`config.mk`:
```
export PLATFORM = sky130hd
export DESIGN_NAME = mealy_stimulus_serializer
export DESIGN_NICKNAME = d
export VERILOG_FILES = /design/src/rtl/mealy_stimulus_serializer.sv
export SDC_FILE = /design/constraint.sdc
export NUM_CORES = 1
export LEC_CHECK = 0
export CAP_MARGIN = 20
export CORE_MARGIN = 3
export CORE_UTILIZATION = 50
export DETAILED_ROUTE_END_ITERATION = 7
export PLACE_DENSITY = 0.82
export SETUP_SLACK_MARGIN = 0.1
export SYNTH_ARGS = -nofsm -noshare
export SYNTH_HDL_FRONTEND = slang
export SYNTH_SLANG_ARGS = --single-unit
```
`constraint.sdc`:
```
create_clock -name clock -period 2.1 [get_ports clock]
set_clock_uncertainty 0.2 [all_clocks]
set_input_delay 0.42 -clock clock [delete_from_list [all_inputs] [get_ports clock]]
set_output_delay 0.42 -clock clock [all_outputs]
set_load 0.05 [all_outputs]
```
`src/rtl/mealy_stimulus_serializer.sv`:
```
// ============================================================================
//  Module   : mealy_stimulus_serializer
//  Purpose  : Upstream stimulus stage for the Mealy pattern detector. Takes a
//             parallel pattern plus length through a valid/ready load
//             handshake and plays it MSB-first, one bit per clock, with
//             one-shot or continuous-repeat playback, abort and an
//             end-of-stream done pulse.
//  Options  : MEALY_SERIALIZER_PARITY_EN - append an even-parity bit after
//             the data bits of every repetition (done moves to it).
//  Revision : 1.0 - initial release
// ============================================================================
`default_nettype none

module mealy_stimulus_serializer #(
   parameter int WIDTH = 9,
   parameter int LEN_W = 4
) (
   input  logic             clock,
   input  logic             reset_n,
   input  logic             load_valid,
   output logic             load_ready,
   input  logic [WIDTH-1:0] load_data,
   input  logic [LEN_W-1:0] load_len,
   input  logic             repeat_en,
   input  logic             abort,
   output logic             bit_out,
   output logic             bit_valid,
   output logic             done,
   output logic             busy
);

`ifdef MEALY_SERIALIZER_PARITY_EN
   localparam int PAR = 1;
`else
   localparam int PAR = 0;
`endif

   // Frame = data bits (+ optional parity bit), left-aligned in FW bits.
   localparam int               FW          = WIDTH + PAR;
   localparam int               CNT_W       = LEN_W + 1;
   localparam logic [LEN_W-1:0] C_WIDTH_LEN = LEN_W'(WIDTH);
   localparam logic [CNT_W-1:0] C_CNT_ONE   = CNT_W'(1);
   localparam logic [CNT_W-1:0] C_CNT_TWO   = CNT_W'(2);

   typedef enum logic [0:0] {
      S_IDLE  = 1'b0,
      S_SHIFT = 1'b1
   } state_t;

   state_t             r_state;
   logic [FW-1:0]      r_shreg;     // bits still to be presented, MSB next
   logic [FW-1:0]      r_copy;      // full frame kept for repeat playback
   logic [CNT_W-1:0]   r_cnt;       // bits left including the one on bit_out
   logic [CNT_W-1:0]   r_flen;      // frame length for repeat reload
   logic               r_rep;
   logic               r_load_ready;
   logic               r_bit_out;
   logic               r_bit_valid;
   logic               r_done;
   logic               r_busy;

   logic [LEN_W-1:0]   w_len;
   logic [LEN_W-1:0]   w_shamt;
   logic [FW-1:0]      w_frame;
   logic [CNT_W-1:0]   w_flen;
`ifdef MEALY_SERIALIZER_PARITY_EN
   logic [WIDTH-1:0]   w_mask;
   logic               w_par;
`endif

   // Clamp the requested length and build the left-aligned frame to load.
   always_comb begin
      w_len   = (load_len > C_WIDTH_LEN) ? C_WIDTH_LEN : load_len;
      w_shamt = C_WIDTH_LEN - w_len;
`ifdef MEALY_SERIALIZER_PARITY_EN
      w_mask  = ~({WIDTH{1'b1}} << w_len);
      w_par   = ^(load_data & w_mask);
      // Shifting discards the unused upper data bits and places parity
      // directly behind the last data bit.
      w_frame = {load_data, w_par} << w_shamt;
      w_flen  = CNT_W'(w_len) + C_CNT_ONE;
`else
      w_frame = load_data << w_shamt;
      w_flen  = CNT_W'(w_len);
`endif
   end

   // Load/shift state machine; every output is registered here.
   always_ff @(posedge clock) begin
      if (!reset_n) begin
         r_state      <= S_IDLE;
         r_shreg      <= '0;
         r_copy       <= '0;
         r_cnt        <= '0;
         r_flen       <= '0;
         r_rep        <= 1'b0;
         r_load_ready <= 1'b1;
         r_bit_out    <= 1'b0;
         r_bit_valid  <= 1'b0;
         r_done       <= 1'b0;
         r_busy       <= 1'b0;
      end else begin
         case (r_state)
            S_IDLE: begin
               r_bit_out    <= 1'b0;
               r_bit_valid  <= 1'b0;
               r_done       <= 1'b0;
               r_busy       <= 1'b0;
               r_load_ready <= 1'b1;
               if (load_valid) begin
                  r_copy <= w_frame;
                  r_flen <= w_flen;
                  r_rep  <= repeat_en;
                  if (w_len == '0) begin
                     // Empty pattern: nothing to emit, just signal completion.
                     r_done <= 1'b1;
                  end else begin
                     // First bit goes out at the accepting edge itself.
                     r_state      <= S_SHIFT;
                     r_shreg      <= w_frame << 1;
                     r_cnt        <= w_flen;
                     r_bit_out    <= w_frame[FW-1];
                     r_bit_valid  <= 1'b1;
                     r_done       <= (w_flen == C_CNT_ONE) && !repeat_en;
                     r_busy       <= 1'b1;
                     r_load_ready <= 1'b0;
                  end
               end
            end

            S_SHIFT: begin
               if (abort || (r_cnt == C_CNT_ONE && !r_rep)) begin
                  // Abort wins over a repeat reload; remaining bits dropped.
                  r_state      <= S_IDLE;
                  r_bit_out    <= 1'b0;
                  r_bit_valid  <= 1'b0;
                  r_done       <= 1'b0;
                  r_busy       <= 1'b0;
                  r_load_ready <= 1'b1;
               end else if (r_cnt == C_CNT_ONE) begin
                  // Seamless restart of the saved frame; repeat never ends in done.
                  r_shreg   <= r_copy << 1;
                  r_cnt     <= r_flen;
                  r_bit_out <= r_copy[FW-1];
                  r_done    <= 1'b0;
               end else begin
                  r_shreg   <= r_shreg << 1;
                  r_cnt     <= r_cnt - C_CNT_ONE;
                  r_bit_out <= r_shreg[FW-1];
                  r_done    <= (r_cnt == C_CNT_TWO) && !r_rep;
               end
            end

            default: begin
               r_state <= S_IDLE;
            end
         endcase
      end
   end

   assign load_ready = r_load_ready;
   assign bit_out    = r_bit_out;
   assign bit_valid  = r_bit_valid;
   assign done       = r_done;
   assign busy       = r_busy;

endmodule

`default_nettype wire

```
Yosys cells after proc, flatten, opt, wreduce, memory -nomap -nowiden
Index checks and enable logic that the tools add are counted.
Word-level totals
  word-level logic and storage cells: 62
  output and inout bits: 5
  flip-flop bits (word level): 33
Operators by class
  magnitude comparators: 1
  shift-type cells: 1
  multiplexer cells: 31
  bitwise logic cells: 1
  add/sub/neg operators: 2
  reductions and logical operators: 9
  equal/unequal tests: 7
Operators by type and width (count)
  9-bit two-way mux: 4
  5-bit two-way mux: 4
  9-bit case mux with 2 select lines: 1
  1-bit two-way mux: 15
  1-bit case mux with 2 select lines: 5
  5-bit case mux with 2 select lines: 1
  9-bit by 4-bit left shift with 9-bit output: 1
  2-bit inequality test (second input constant): 3
  5-bit by 1-bit == test with 1-bit output (second input constant): 1
  5-bit by 2-bit == test with 1-bit output (second input constant): 1
  5-bit by 1-bit subtractor with 5-bit output (second input constant): 1
  4-bit by 1-bit == test with 1-bit output (second input constant): 1
  4-bit greater-than comparator (second input constant): 1
  4-bit zero test: 1
  4-bit two-way mux: 1
  4-bit subtractor (first input constant): 1
  1-bit logical AND: 3
  3-bit AND reduction: 1
  1-bit zero test: 2
  2-bit by 1-bit inequality test with 1-bit output (second input constant): 1
  2-bit AND reduction: 1
  1-bit logical OR: 1
  1-bit inverter: 1

Depth between registers and ports, before layout
  word-level depth: 7
  mapped depth: 8
  mapped depth without buffers: 6

Worst setup path after synthesis
Ideal clock, no wire load.
  kind: reg-to-reg
  start point: register r_cnt[1]
  end point: register r_shreg[8]
  cell stages (with the launch flop): 9
  library setup time: 0.125 ns
  slack: 0.016 ns
  buffers on the path: 2
  required time: 1.775 ns
  arrival time: 1.758 ns
  clock period less this slack: 2.084 ns
  cells stage by stage: dfxtp_1 inv_1 ha_1 or4b_4 buf_6 buf_8 mux2_4 nand4_1 o221ai_2
On the way
  word-level cells in the longest chain between the ends: 5
  elaborated cells between the ends (all ways): 8
  classes of those cells: eq/ne: 2; mux: 3; reduce/logical: 3
RTL lines
  start: declaration: RTL line 53  | logic [CNT_W-1:0] r_cnt;
  start signal: assignment: RTL line 121  | r_cnt <= w_flen;
  start signal: assignment: RTL line 143  | r_cnt <= r_flen;
  start signal: assignment: RTL line 148  | r_cnt <= r_cnt - C_CNT_ONE;
  5-bit by 1-bit == test with 1-bit output *: RTL line 132, 140
  1-bit logical AND: RTL line 132  | if (abort || (r_cnt == C_CNT_ONE && !r_rep)) begin
  1-bit logical OR: RTL line 132
  2-bit inequality test (no source line)
  3-bit AND reduction (no source line)
  end signal: assignment: RTL line 120  | r_shreg <= w_frame << 1;
  end signal: assignment: RTL line 142  | r_shreg <= r_copy << 1;
  end signal: assignment: RTL line 147  | r_shreg <= r_shreg << 1;
  end: declaration: RTL line 51  | logic [FW-1:0] r_shreg;
Every way passes the cells marked *; elsewhere a longest branch is shown, timed or not. The select of a mux whose other input is x is not followed.
A chain may end at the register's enable or synchronous reset.

Worst setup path after layout
  start point: register r_cnt[1]
  end point: register r_cnt[1]
On the way
  word-level cells in the longest chain between the ends: 5
  elaborated cells between the ends (all ways): 9
  classes of those cells: add/sub: 1; eq/ne: 2; mux: 3; reduce/logical: 3
RTL lines
  branches (longest 5 deep; another with 5-bit by 1-bit subtractor with 5-bit output)
Several ways; the timed one is not identified. The select of a mux whose other input is x is not followed.

==> results by group <==
Status
  • Outcome: finished, violations left
  • Violated checks: setup timing

Placed design
  • Port Buf Inserts: 22
  • DP Cell Count: 369
  • GP Congestion: 0.902
  • Area after DPL: 2710 µm²
  • DP HPWL: 4.66 mm

Detailed routing
  • Routed Wire Length: a little under 7 mm
  • DRT iter0 DRCs: 272
  • DRC viols: 0
  • Pre-Repair DR Iteration Count: 5
  • Wirelength per Cell: 17.9 µm
  • Wl on met1: approximately 2.8 mm
  • Avg Vias per Cell: 6.25
  • DR vias: 2387
  • Routed met3 length: 484 µm
  • DR top layer: met4
  • Final ANT Viol Nets: 0
  • DR WL met2: 3.35 mm

Clock network
  • H-tree Lvls: 2
  • Hold Buf Count CTS: 0
  • Total CTS buffers: 5
  • Reg clk slew, reported paths: 60 ps
  • CTS Root Cell: clkbuf_8
  • Clk buf depth: 2
  • Worst-skew pair later-pin latency: ~300 ps
  • CTS Sinks: 32
  • CTS tree: done

Pwr
  • Tot Pwr: 1.78 mW
  • Pwr per Cell Area: 612 nW/µm²
  • LEAKAGE: 1.20 nW
  • Maximum vdd drop: about 500 µV

Global routing
  • Initial antenna violation count: 0
  • First-pass GRT wire length: 10.9 mm
  • Largest net degree at the start of global routing: 21
  • GRT Residual Overflow: 0
  • Vias in the first global route: 2329
  • GRT Resource Usage Total: 27.4%

Worst setup path
  • CP Capture Type: flip-flop
  • Worst Path Required: about 2100 ps
  • CP cell instances: inv_2 -> ha_4 -> or4b_4 -> buf_12 -> buf_4 -> nand2_1 -> o211ai_1 -> a311oi_1
  • WP data arrival: 2100 ps
  • CP max stage delay: 490 ps
  • Critical path's slowest cell: or4b_4
  • Crit start category: flip-flop
  • CP Max Fanout: 8
  • Crit Path Category: reg2reg

Min path
  • Hold Path Class: reg2reg

Run
  • Max Cap Violations: 0

Synthesis
  • Predominant post-synthesis flop cell: dfxtp_1
  • Syn_area_per_cell: 8.02 µm²
  • Mapped Nets: ~290
  • Synth warn: 0
  • Yosys cell types: 64
  • Synth Instances: 266
  • EDFF count, synth: 0
  • Sequential share of the synthesized area: between 30% and 40%
  • Cell Area, Synth: 2130 µm²
  • Ys async rst share: 0%
  • Yosys reg bits: 32

STA
  • Shortest period the worst path allows: 2110 ps
  • Fin. Hold Viols: 0
  • # setup viols final: 2
  • Slew margin rel.: between 60% and 70%
  • Period utilization: 101%
  • Setup TNS: -14.2 ps
  • Fmax: 0.474 GHz
  • Least-Margin Pin Slew: 483 ps
  • Unrepaired setup endpoints after global routing: yes
  • Hold_ws: about 260 ps
  • Final WS setup: -11.8 ps
  • Slew Limit Fails: 0

Finish
  • Non-filler cells, final: 382
  • Area growth syn-to-layout: 36.6%
  • Post-route cell area: 2910 µm²
  • Most common cell after layout, fill and taps aside: buf_4
  • Most frequent cells in the layout: buf_4, nand2_1, dfxtp_1, a21oi_1, clkdlybuf4s50_1
  • NumNets Final: 352
  • Antenna Diode Count: 0
  • Layout cell share with drive strength beyond 1: a little under a third

Die
  • Die width: 71.3 µm
  • Die area: 5080 µm²
  • Core Region: 4060 µm²
  • Die height: 71.3 µm
  • Cell row count: 23
  • IO Count: 23
  • Starting Density: 52.5%
## layer usage
metal	up-vias	track usage, %
met5	-	0
met4	0	13.4
met3	21	5.61
met2	116	45.2
met1	1138	33.9
li1	1112	-
## through the flow
step,worst slack [ps],util (%)
after floorplan,92.5,-
after detailed placement,-260,66.7
final,-11.8,71.8
after global placement,-229,66.7
after CTS,49.9,70.4
after global routing,-126,71.8
## power breakdown
group	internal [mW]	total (mW)	switching, mW
clock network	0.261	0.510	0.249
logic	0.277	0.586	0.309
registers	0.655	0.684	0.0293
total	1.19	1.78	0.587
## cell usage after synthesis, drive strengths merged, types with 4 or more instances
cell    count  area share (%)
or3         4             1.2
mux2        9             4.9
nand4       4             1.2
nor2       10             1.8
a211oi      5             1.8
o21ai      14             4.3
a221oi      4             1.6
nor3        8             2.1
dfxtp      32              30
nand2      40             7.2
nand3      10             2.3
inv         8             1.4
mux2i       5             2.3
a31oi       6             1.8
buf        11             4.1
o211ai      5             1.8
nor2b       5             1.5
o21a        4             1.4
clkbuf     11             2.0
a21oi      18             4.4
nand2b      5             1.5
## cell families after synthesis
| group | Yosys count | synth area share [%] |
|---|---|---|
| compound gates | 84 | 28.4 |
| xor+xnor | 1 | 0.411 |
| fa+ha+maj | 3 | 1.76 |
| buf+inv | 31 | 7.69 |
| flops | 32 | 30.0 |
| mux | 14 | 7.28 |
| simple gates | 101 | 24.4 |
## registers in the layout (all words and copies together), names as in the netlist, 4 cells and up
register and cells:
r_copy 9, r_flen 4, r_cnt 5, r_shreg 8
## worst max-delay path: cells and delay by family (launching register included)
family,cells,cell delay [ps]
AO/OA/AOI/OAI,2,420
buffers and inverters,3,380
AND/OR/NAND/NOR,2,560
adder cells (fa/ha/maj),1,130
flip-flops,1,330
## path summary, 6_finish.rpt
path,startpoint,to,slack (ps),depth (start not counted)
max,r_cnt[1]$_SDFFE_PN0P_,r_cnt[1]$_SDFFE_PN0P_,-10,8
min reg2reg,r_copy[1]$_SDFFE_PN0P_,r_copy[1]$_SDFFE_PN0P_,260,2
max reg2reg,r_cnt[1]$_SDFFE_PN0P_,r_cnt[1]$_SDFFE_PN0P_,-10,8
min,r_copy[1]$_SDFFE_PN0P_,r_copy[1]$_SDFFE_PN0P_,260,2
## repair_timing
action                     CTS  global route
pin swaps                    7             3
resized for setup           13            14
buffers inserted             3             2
setup endpoints to repair   15            18
## area by class of cell
type                            count  area, µm²
Multi-Input combinational cell    203       1410
Fill cell                         293       1150
Timing Repair Buffer               80        671
Sequential cell                    32        643
Clock buffer                        6       82.6
Tap cell                           50       62.6
Inverter                            9       33.8
Clock inverter                      2       10.0
Note: power is estimated with default switching activity, not from simulation.
